==> config.mk <==
export PLATFORM = sky130hd
export DESIGN_NAME = rr_arb_mux
export DESIGN_NICKNAME = d
export VERILOG_FILES = /design/src/rtl/mux_pkg.sv /design/src/rtl/rr_arbiter.sv /design/src/rtl/rr_arb_mux.sv
export SDC_FILE = /design/constraint.sdc
export NUM_CORES = 1
export LEC_CHECK = 0
export CAP_MARGIN = 40
export CORE_ASPECT_RATIO = 1.75
export CORE_MARGIN = 2
export CORE_UTILIZATION = 36
export CTS_BUF_LIST = sky130_fd_sc_hd__clkbuf_4
export CTS_CLUSTER_DIAMETER = 100
export DETAILED_ROUTE_END_ITERATION = 7
export PLACE_DENSITY_LB_ADDON = 0.2
export SYNTH_ARGS = -nofsm -noshare
export SYNTH_HDL_FRONTEND = slang
export SYNTH_HIERARCHICAL = 1
export SYNTH_SLANG_ARGS = --single-unit
export TNS_END_PERCENT = 1
==> constraint.sdc <==
create_clock -name clk -period 2.7 [get_ports clk]
set_clock_uncertainty 0.1 [all_clocks]
set_input_delay 0.27 -clock clk [delete_from_list [all_inputs] [get_ports clk]]
set_output_delay 0.27 -clock clk [all_outputs]
set_load 0.005 [all_outputs]
==> src/rtl/mux_pkg.sv <==
// Shared definitions for the arbitrated N-way selector.
//   arb_mode_e : arbitration policy (fixed priority or round-robin)
//   sel_width  : channel index width, never narrower than one bit
package mux_pkg;

   typedef enum logic {ARB_FIXED, ARB_RR} arb_mode_e;

   function automatic int unsigned sel_width(input int unsigned n);
      return (n <= 1) ? 1 : $clog2(n);
   endfunction

endpackage

==> src/rtl/rr_arbiter.sv <==
// N-way request arbiter with an optional round-robin pointer.
//   clk, rst  : clock, asynchronous active-high reset
//   req       : per-channel request vector
//   advance   : a grant was consumed this cycle; move the pointer past it
//   grant     : one-hot grant, zero when no request is present
//   grant_idx : binary index of the granted channel (0 when none)
module rr_arbiter
   import mux_pkg::*;
#(
   parameter int unsigned N        = 4,
   parameter arb_mode_e   ARB_MODE = ARB_RR,
   parameter int unsigned SEL_W    = sel_width(N)
) (
   input  logic             clk,
   input  logic             rst,
   input  logic [N-1:0]     req,
   input  logic             advance,
   output logic [N-1:0]     grant,
   output logic [SEL_W-1:0] grant_idx
);

   logic [SEL_W-1:0] ptr_q, ptr_d;

   // Two passes give a wrapped search without rotating the vector:
   // first channels at or above the pointer, then those below it.
   always_comb begin
      int unsigned base;
      logic        found;
      grant     = '0;
      grant_idx = '0;
      found     = 1'b0;
      base      = (ARB_MODE == ARB_RR) ? int'(ptr_q) : 0;
      for (int unsigned i = 0; i < N; i++) begin
         if (!found && req[i] && (i >= base)) begin
            found     = 1'b1;
            grant[i]  = 1'b1;
            grant_idx = SEL_W'(i);
         end
      end
      for (int unsigned i = 0; i < N; i++) begin
         if (!found && req[i] && (i < base)) begin
            found     = 1'b1;
            grant[i]  = 1'b1;
            grant_idx = SEL_W'(i);
         end
      end
   end

   always_comb begin
      ptr_d = ptr_q;
      if (ARB_MODE != ARB_RR) begin
         ptr_d = '0;
      end else if (advance) begin
         ptr_d = (grant_idx == SEL_W'(N - 1)) ? '0 : grant_idx + 1'b1;
      end
   end

   always_ff @(posedge clk or posedge rst) begin
      if (rst) ptr_q <= '0;
      else     ptr_q <= ptr_d;
   end

endmodule

==> src/rtl/rr_arb_mux.sv <==
// Arbitrated N-input selector with one registered output stage and
// valid/ready handshakes on every input and on the output.
//   clk, rst  : clock, asynchronous active-high reset
//   in_valid  : per-channel request
//   in_data   : flattened channel data, channel i at [i*WIDTH +: WIDTH]
//   in_ready  : one-hot (or zero) accept strobe
//   out_valid : output register holds an untaken item
//   out_data  : registered data
//   out_sel   : index of the channel that produced out_data
//   out_ready : downstream accepts
module rr_arb_mux
   import mux_pkg::*;
#(
   parameter int unsigned N        = 4,
   parameter int unsigned WIDTH    = 32,
   parameter arb_mode_e   ARB_MODE = ARB_RR,
   parameter int unsigned SEL_W    = sel_width(N)
) (
   input  logic               clk,
   input  logic               rst,
   input  logic [N-1:0]       in_valid,
   input  logic [N*WIDTH-1:0] in_data,
   output logic [N-1:0]       in_ready,
   output logic               out_valid,
   output logic [WIDTH-1:0]   out_data,
   output logic [SEL_W-1:0]   out_sel,
   input  logic               out_ready
);

   logic             out_valid_q, out_valid_d;
   logic [WIDTH-1:0] out_data_q,  out_data_d;
   logic [SEL_W-1:0] out_sel_q,   out_sel_d;

   logic [N-1:0]     grant;
   logic [SEL_W-1:0] grant_idx;
   logic             load_en;
   logic             xfer;
   logic [WIDTH-1:0] grant_data;

   assign load_en = !out_valid_q || out_ready;
   // Grant is only non-zero when some request is valid, so a non-zero
   // in_ready already implies a transfer.
   assign in_ready = (rst || !load_en) ? '0 : grant;
   assign xfer     = |in_ready;

   rr_arbiter #(
      .N        (N),
      .ARB_MODE (ARB_MODE),
      .SEL_W    (SEL_W)
   ) u_arb (
      .clk       (clk),
      .rst       (rst),
      .req       (in_valid),
      .advance   (xfer),
      .grant     (grant),
      .grant_idx (grant_idx)
   );

   // One-hot grant lets the data select be a plain OR of masked channels.
   always_comb begin
      grant_data = '0;
      for (int unsigned i = 0; i < N; i++) begin
         if (grant[i]) grant_data = grant_data | in_data[i*WIDTH +: WIDTH];
      end
   end

   always_comb begin
      out_valid_d = out_valid_q;
      out_data_d  = out_data_q;
      out_sel_d   = out_sel_q;
      if (load_en) begin
         out_valid_d = xfer;
         if (xfer) begin
            out_data_d = grant_data;
            out_sel_d  = grant_idx;
         end
      end
   end

   always_ff @(posedge clk or posedge rst) begin
      if (rst) begin
         out_valid_q <= 1'b0;
         out_data_q  <= '0;
         out_sel_q   <= '0;
      end else begin
         out_valid_q <= out_valid_d;
         out_data_q  <= out_data_d;
         out_sel_q   <= out_sel_d;
      end
   end

   assign out_valid = out_valid_q;
   assign out_data  = out_data_q;
   assign out_sel   = out_sel_q;

endmodule
Yosys cells after proc, flatten, opt, wreduce, memory -nomap -nowiden
Cells that the tools add are included.
W data, S select, Z words.
- reduce and logical (&&, ||, !) cells: 24
- add/sub/neg operators: 1
- bitwise operators: 3
- muxes and demuxes: 24
- eq/ne operators: 1
- $lt $le $gt $ge: 6
- operator list (cell ; number):
    $mux W32 ; 4
    $or A32 B32 Y32 ; 3
    $mux W1 ; 13
    $logic_and A1 B1 Y1 ; 12
    $mux W2 ; 6
    $logic_not A1 Y1 ; 8
    $ge A1 B2 Y1 const A ; 2
    $lt A1 B2 Y1 const A ; 2
    $mux W4 ; 1
    $reduce_or A4 Y1 ; 1
    $add A2 B1 Y2 const B ; 1
    $eq A2 B2 Y1 const B ; 1
    $ge A2 B2 Y1 const A ; 1
    $logic_or A1 B1 Y1 ; 2
    $lt A2 B2 Y1 const A ; 1
    $reduce_and A2 Y1 ; 1
- register bits after elaboration: 37
- output and inout port bits: 39
- word-level logic and storage cells: 63

Longest topological paths before layout
- word-level depth: 29
- depth in mapped cells: 11
- depth with buffers taken out: 8

Modules after synthesis
The synthesis kept the hierarchy.
- by module, submodules not included (module ; area an instance (µm²) ; cells each ; instances):
    rr_arb_mux ; 2152.1 ; 194 ; 1
    rr_arbiter ; 301.5 ; 42 ; 1

Least setup slack after synthesis
No wires, ideal clock.
- path kind: reg2reg
- start: reg u_arb.ptr_q[1]
- end: reg u_arb.ptr_q[0]
- data arrival time: 2.011 ns
- required time: 2.476 ns
- stages on the path, launching flop included: 11
- path slack: 0.465 ns
- period minus slack after synthesis: 2.235 ns
- path buffers: 3
- cells stage by stage: dfrtp_1 -> buf_6 -> and2b_2 -> o21bai_1 -> a21boi_0 -> buf_6 -> nor4_4 -> nor3_4 -> buf_6 -> inv_1 -> o31a_1
- longest elaborated chain between the ends: 28
- elaborated cells on any way between the ends: 47
- classes of those cells: 1 x add/sub; 6 x order compare; 1 x eq/ne; 20 x mux; 19 x reduce/logical
- ends and longest elaborated chain (item ; line ; source):
    start, declared ; rr_arbiter.sv:22 ; logic [SEL_W-1:0] ptr_q, ptr_d;
    start signal, assigned ; rr_arbiter.sv:60 ; else ptr_q <= ptr_d;
    $ge A1 B2 Y1 ; rr_arbiter.sv:34 ; if (!found && req[i] && (i >= base)) begin
    $logic_and A1 B1 Y1 ; rr_arbiter.sv:34 ;
    $mux W1 ; rr_arbiter.sv:34 ;
    $logic_not A1 Y1 ; rr_arbiter.sv:34 ;
    $logic_and A1 B1 Y1 (2 in series) ; rr_arbiter.sv:34 ;
    $mux W1 ; rr_arbiter.sv:34 ;
    $logic_not A1 Y1 ; rr_arbiter.sv:34 ;
    $logic_and A1 B1 Y1 (2 in series) ; rr_arbiter.sv:34 ;
    (+11 left out) ; n/a ;
    $mux W1 ; rr_arbiter.sv:41 ; if (!found && req[i] && (i < base)) begin
    $logic_not A1 Y1 ; rr_arbiter.sv:41 ;
    $logic_and A1 B1 Y1 (2 in series) ; rr_arbiter.sv:41 ;
    $mux W1 (*) ; rr_arbiter.sv:41 ;
    via grant[2] ; rr_arb_mux.sv:34 ; logic [N-1:0] grant;
    $mux W4 (*) ; rr_arb_mux.sv:43 ; assign in_ready = (rst || !load_en) ? '0 : grant;
    $reduce_or A4 Y1 (*) ; rr_arb_mux.sv:44 ; assign xfer = |in_ready;
    via xfer ; rr_arb_mux.sv:37 ; logic xfer;
The timed path passes the listed nets; every way through them passes the cells marked *.
A chain may end at the register's enable or synchronous reset.

Worst setup path in the final report
- start: in in_valid[2]
- end: out in_ready[0]
- longest elaborated chain between the ends: 11
- ends and longest elaborated chain (item ; line ; source):
    start, declared ; rr_arb_mux.sv:21 ; input logic [N-1:0] in_valid,
    $logic_and A1 B1 Y1 (*) (2 in series) ; rr_arbiter.sv:34 ;
    $mux W1 (*) ; rr_arbiter.sv:34 ;
    $logic_not A1 Y1 ; rr_arbiter.sv:34 ;
    $logic_and A1 B1 Y1 ; rr_arbiter.sv:34 ;
    $mux W1 (*) ; rr_arbiter.sv:34 ;
    $logic_not A1 Y1 (*) ; rr_arbiter.sv:41 ;
    $logic_and A1 B1 Y1 (*) (2 in series) ; rr_arbiter.sv:41 ;
    $mux W1 (*) ; rr_arbiter.sv:41 ;
    via grant[0] ; rr_arb_mux.sv:34 ;
    $mux W4 (*) ; rr_arb_mux.sv:43 ;
    end, declared ; rr_arb_mux.sv:23 ; output logic [N-1:0] in_ready,
Marks and branches as above.

==> reports/metrics.yaml <==
synth-seq-area-share: 0.377
cp-end-kind: "primary output"
num_rows: 39
timing.setup.tns_ns: 0
ant_nets: 0
ctsRootBufferMaster: "clkbuf_4"
die_w_um: 66.4
avgViaCountPerCell: 5.24
synth_common_cells: "a22oi_1, dfrtp_1, nand2_1"
hp-class: "in2async"
dieArea_um2: 7520
clkSinkCount: 37
cts.htree.levels: 2
synth-main-ff-cell: "dfrtp_1"
syn_inst: 236
fp.coreArea_um2: 6590
crit_type: "in2out"
finalHoldViolations: 0
setup.worst_path.start_class: "input pin"
p_leak_uw: 0.00185
slew_headroom: 0.702
ys.warnings.count: 6
cp_cell_sequence: "clkdlybuf4s50_1, o21ai_0, a22o_1, and2_1, and2_1, clkdlybuf4s50_1"
cts_buffer_depth: 2
wl_per_cell_um: 18.0
syn_area_um2: 2450
max_cap_violations: 0
rr_worst_depth: 7
multiInputGateArea_um2: 1390
ir_drop_v: 0.000502
synth_area_leaders: "dfrtp_1, a22oi_1, mux2_4, nand2_1, mux2_2"
final_layout_size_suffix_gt1_frac: 0.153
worst_slew_pin_slew_ns: 0.446
synth_top_area_share: 0.377
async_flop_share: 1.00
grt_max_degree: 36
drc_errors: 0
clock_latency_ns: 0.33
avgSynthCellArea_um2: 10.4
cts_setup_buffers: 0
postPlaceCellArea_um2: 4280
seq_area_um2: 926
pin_count: 174
start_util: 0.372
cts_tree: "built"
grt_pass1_wl_mm: 13.5
cts_resized: 0
cp_max_fo: 9
ys_ff_latch: 37
antenna_found_initial: 1
cp_slowest_stage_delay_ns: 0.56
netlist-cell-type-count: 31
drt-total-wl_mm: 8.80
area_growth_pct: 76.9
required_ns: 2.33
drt-initial-drc-count: 145
synth_nets: 372
path_clk_slew_ns: 0.11
grt_pass1_vias: 2732
die_h_um: 113
fmaxAchievable_ghz: 0.387
place_congestion: 0.846
final.fill_count: 545
drv_slew: 0
post-route-cell-area_um2: 4340
critPathSlowestCell: "clkdlybuf4s50_1"
portBuffers: 173
fin_crit_ns: 2.58
status: "finished clean"
grtUsageTotal: 0.236
synth_top_area_cell: "dfrtp_1"
fin_nets: 541
fin_crit_sh: 0.957
firstDrtPassIters: 4
yosysMostFrequentCell: "a22oi_1"
cts_hold_buf: 0
powerDensity_nw_per_um2: 810
synth_edf_count: 0
overflow: 0
numCtsBuffers: 5
num_vias: 2563
cp_data_arrival_time_ns: 2.21
hpwl_mm: 6.86
setup_viol: 0
rsz0062_at_grt: "no"
## worst max-delay path, delay by kind of cell
| kind | cells | cell delay, ns |
|---|---|---|
| buffers and inverters | 2 | 1.11 |
| AO/OA/AOI/OAI | 2 | 0.46 |
| AND/OR/NAND/NOR | 2 | 0.39 |
## cell usage in the layout, fill, tap and decap left out, types with 2 or more instances in the layout
master / n
clkdlybuf4s50_1: 173
a22oi_1: 64
dfrtp_1: 37
nand2_1: 34
mux2_4: 28
buf_4: 10
nor2_1: 6
inv_1: 6
mux2_2: 6
a21oi_1: 6
and2_1: 5
clkbuf_4: 5
o21ai_0: 4
clkinv_2: 2
buf_12: 2
o221a_2: 2
## power by group
part           leakage [uW]  internal (uW)  switching (uW)
clock network     0.0000310           98.3             181
registers          0.000455            824             185
logic               0.00137           1370             855
## through the flow
stage	std cells	total power, uW	utilization	setup WS (ns)	hold WS [ns]
floorplan	236	2190	-	0.465	-0.0888
global placement	480	3200	0.650	0.203	0.391
detailed placement	480	3250	0.650	0.0866	0.392
CTS	488	3550	0.659	0.114	0.122
global route	489	3750	0.659	0.00319	0.130
finish	489	3510	0.659	0.117	0.145
## state kept, by name, summed over array words and instances (netlist names)
| signal | flops |
|---|---|
| out_valid | 1 |
| out_sel | 2 |
| u_arb/ptr_q | 2 |
| out_data | 32 |
## layout make-up
cell class	count	share of cell area
inverters	6	0.00519
diodes	1	0.000577
clock buffers	5	0.00865
flip-flops and latches	37	0.213
multi-input cells	170	0.319
clock inverters	3	0.00404
well taps	82	0.0236
repair buffers	185	0.425
## cell families (layout without fill, tap and decap cells)
group           count (synthesis)  in the layout  synth area share
compound gates                 83             83             0.251
fa+ha+maj                       1              1           0.00510
buf+inv                        29            199            0.0627
flops                          37             37             0.377
mux                            35             35             0.203
other cells                     0              1                 0
simple gates                   51             51             0.100
## layer usage
layer | global-route usage | part of all wire | up-vias
li1 | - | - | 1218
met1 | 0.266 | 0.36 | 1223
met2 | 0.433 | 0.56 | 108
met3 | 0.0258 | 0.057 | 14
met4 | 0.0993 | 0.026 | 0
met5 | 0 | 0 | -
## final timing paths
| path | slack (ns) | startpoint | end |
|---|---|---|---|
| max | 0.12 | in_valid[2] | in_ready[0] |
| min | 0.14 | rst | u_arb/ptr_q[1] |
| max reg2reg | 0.40 | u_arb/ptr_q[1] | out_data[9] |
| min reg2reg | 0.42 | out_data[25] | out_data[25] |
| max in group asynchronous | 1.79 | rst | out_data[16] |
| min in group clk | 0.42 | out_data[25] | out_data[25] |
No activity file was read; power rests on OpenSTA's default activity.
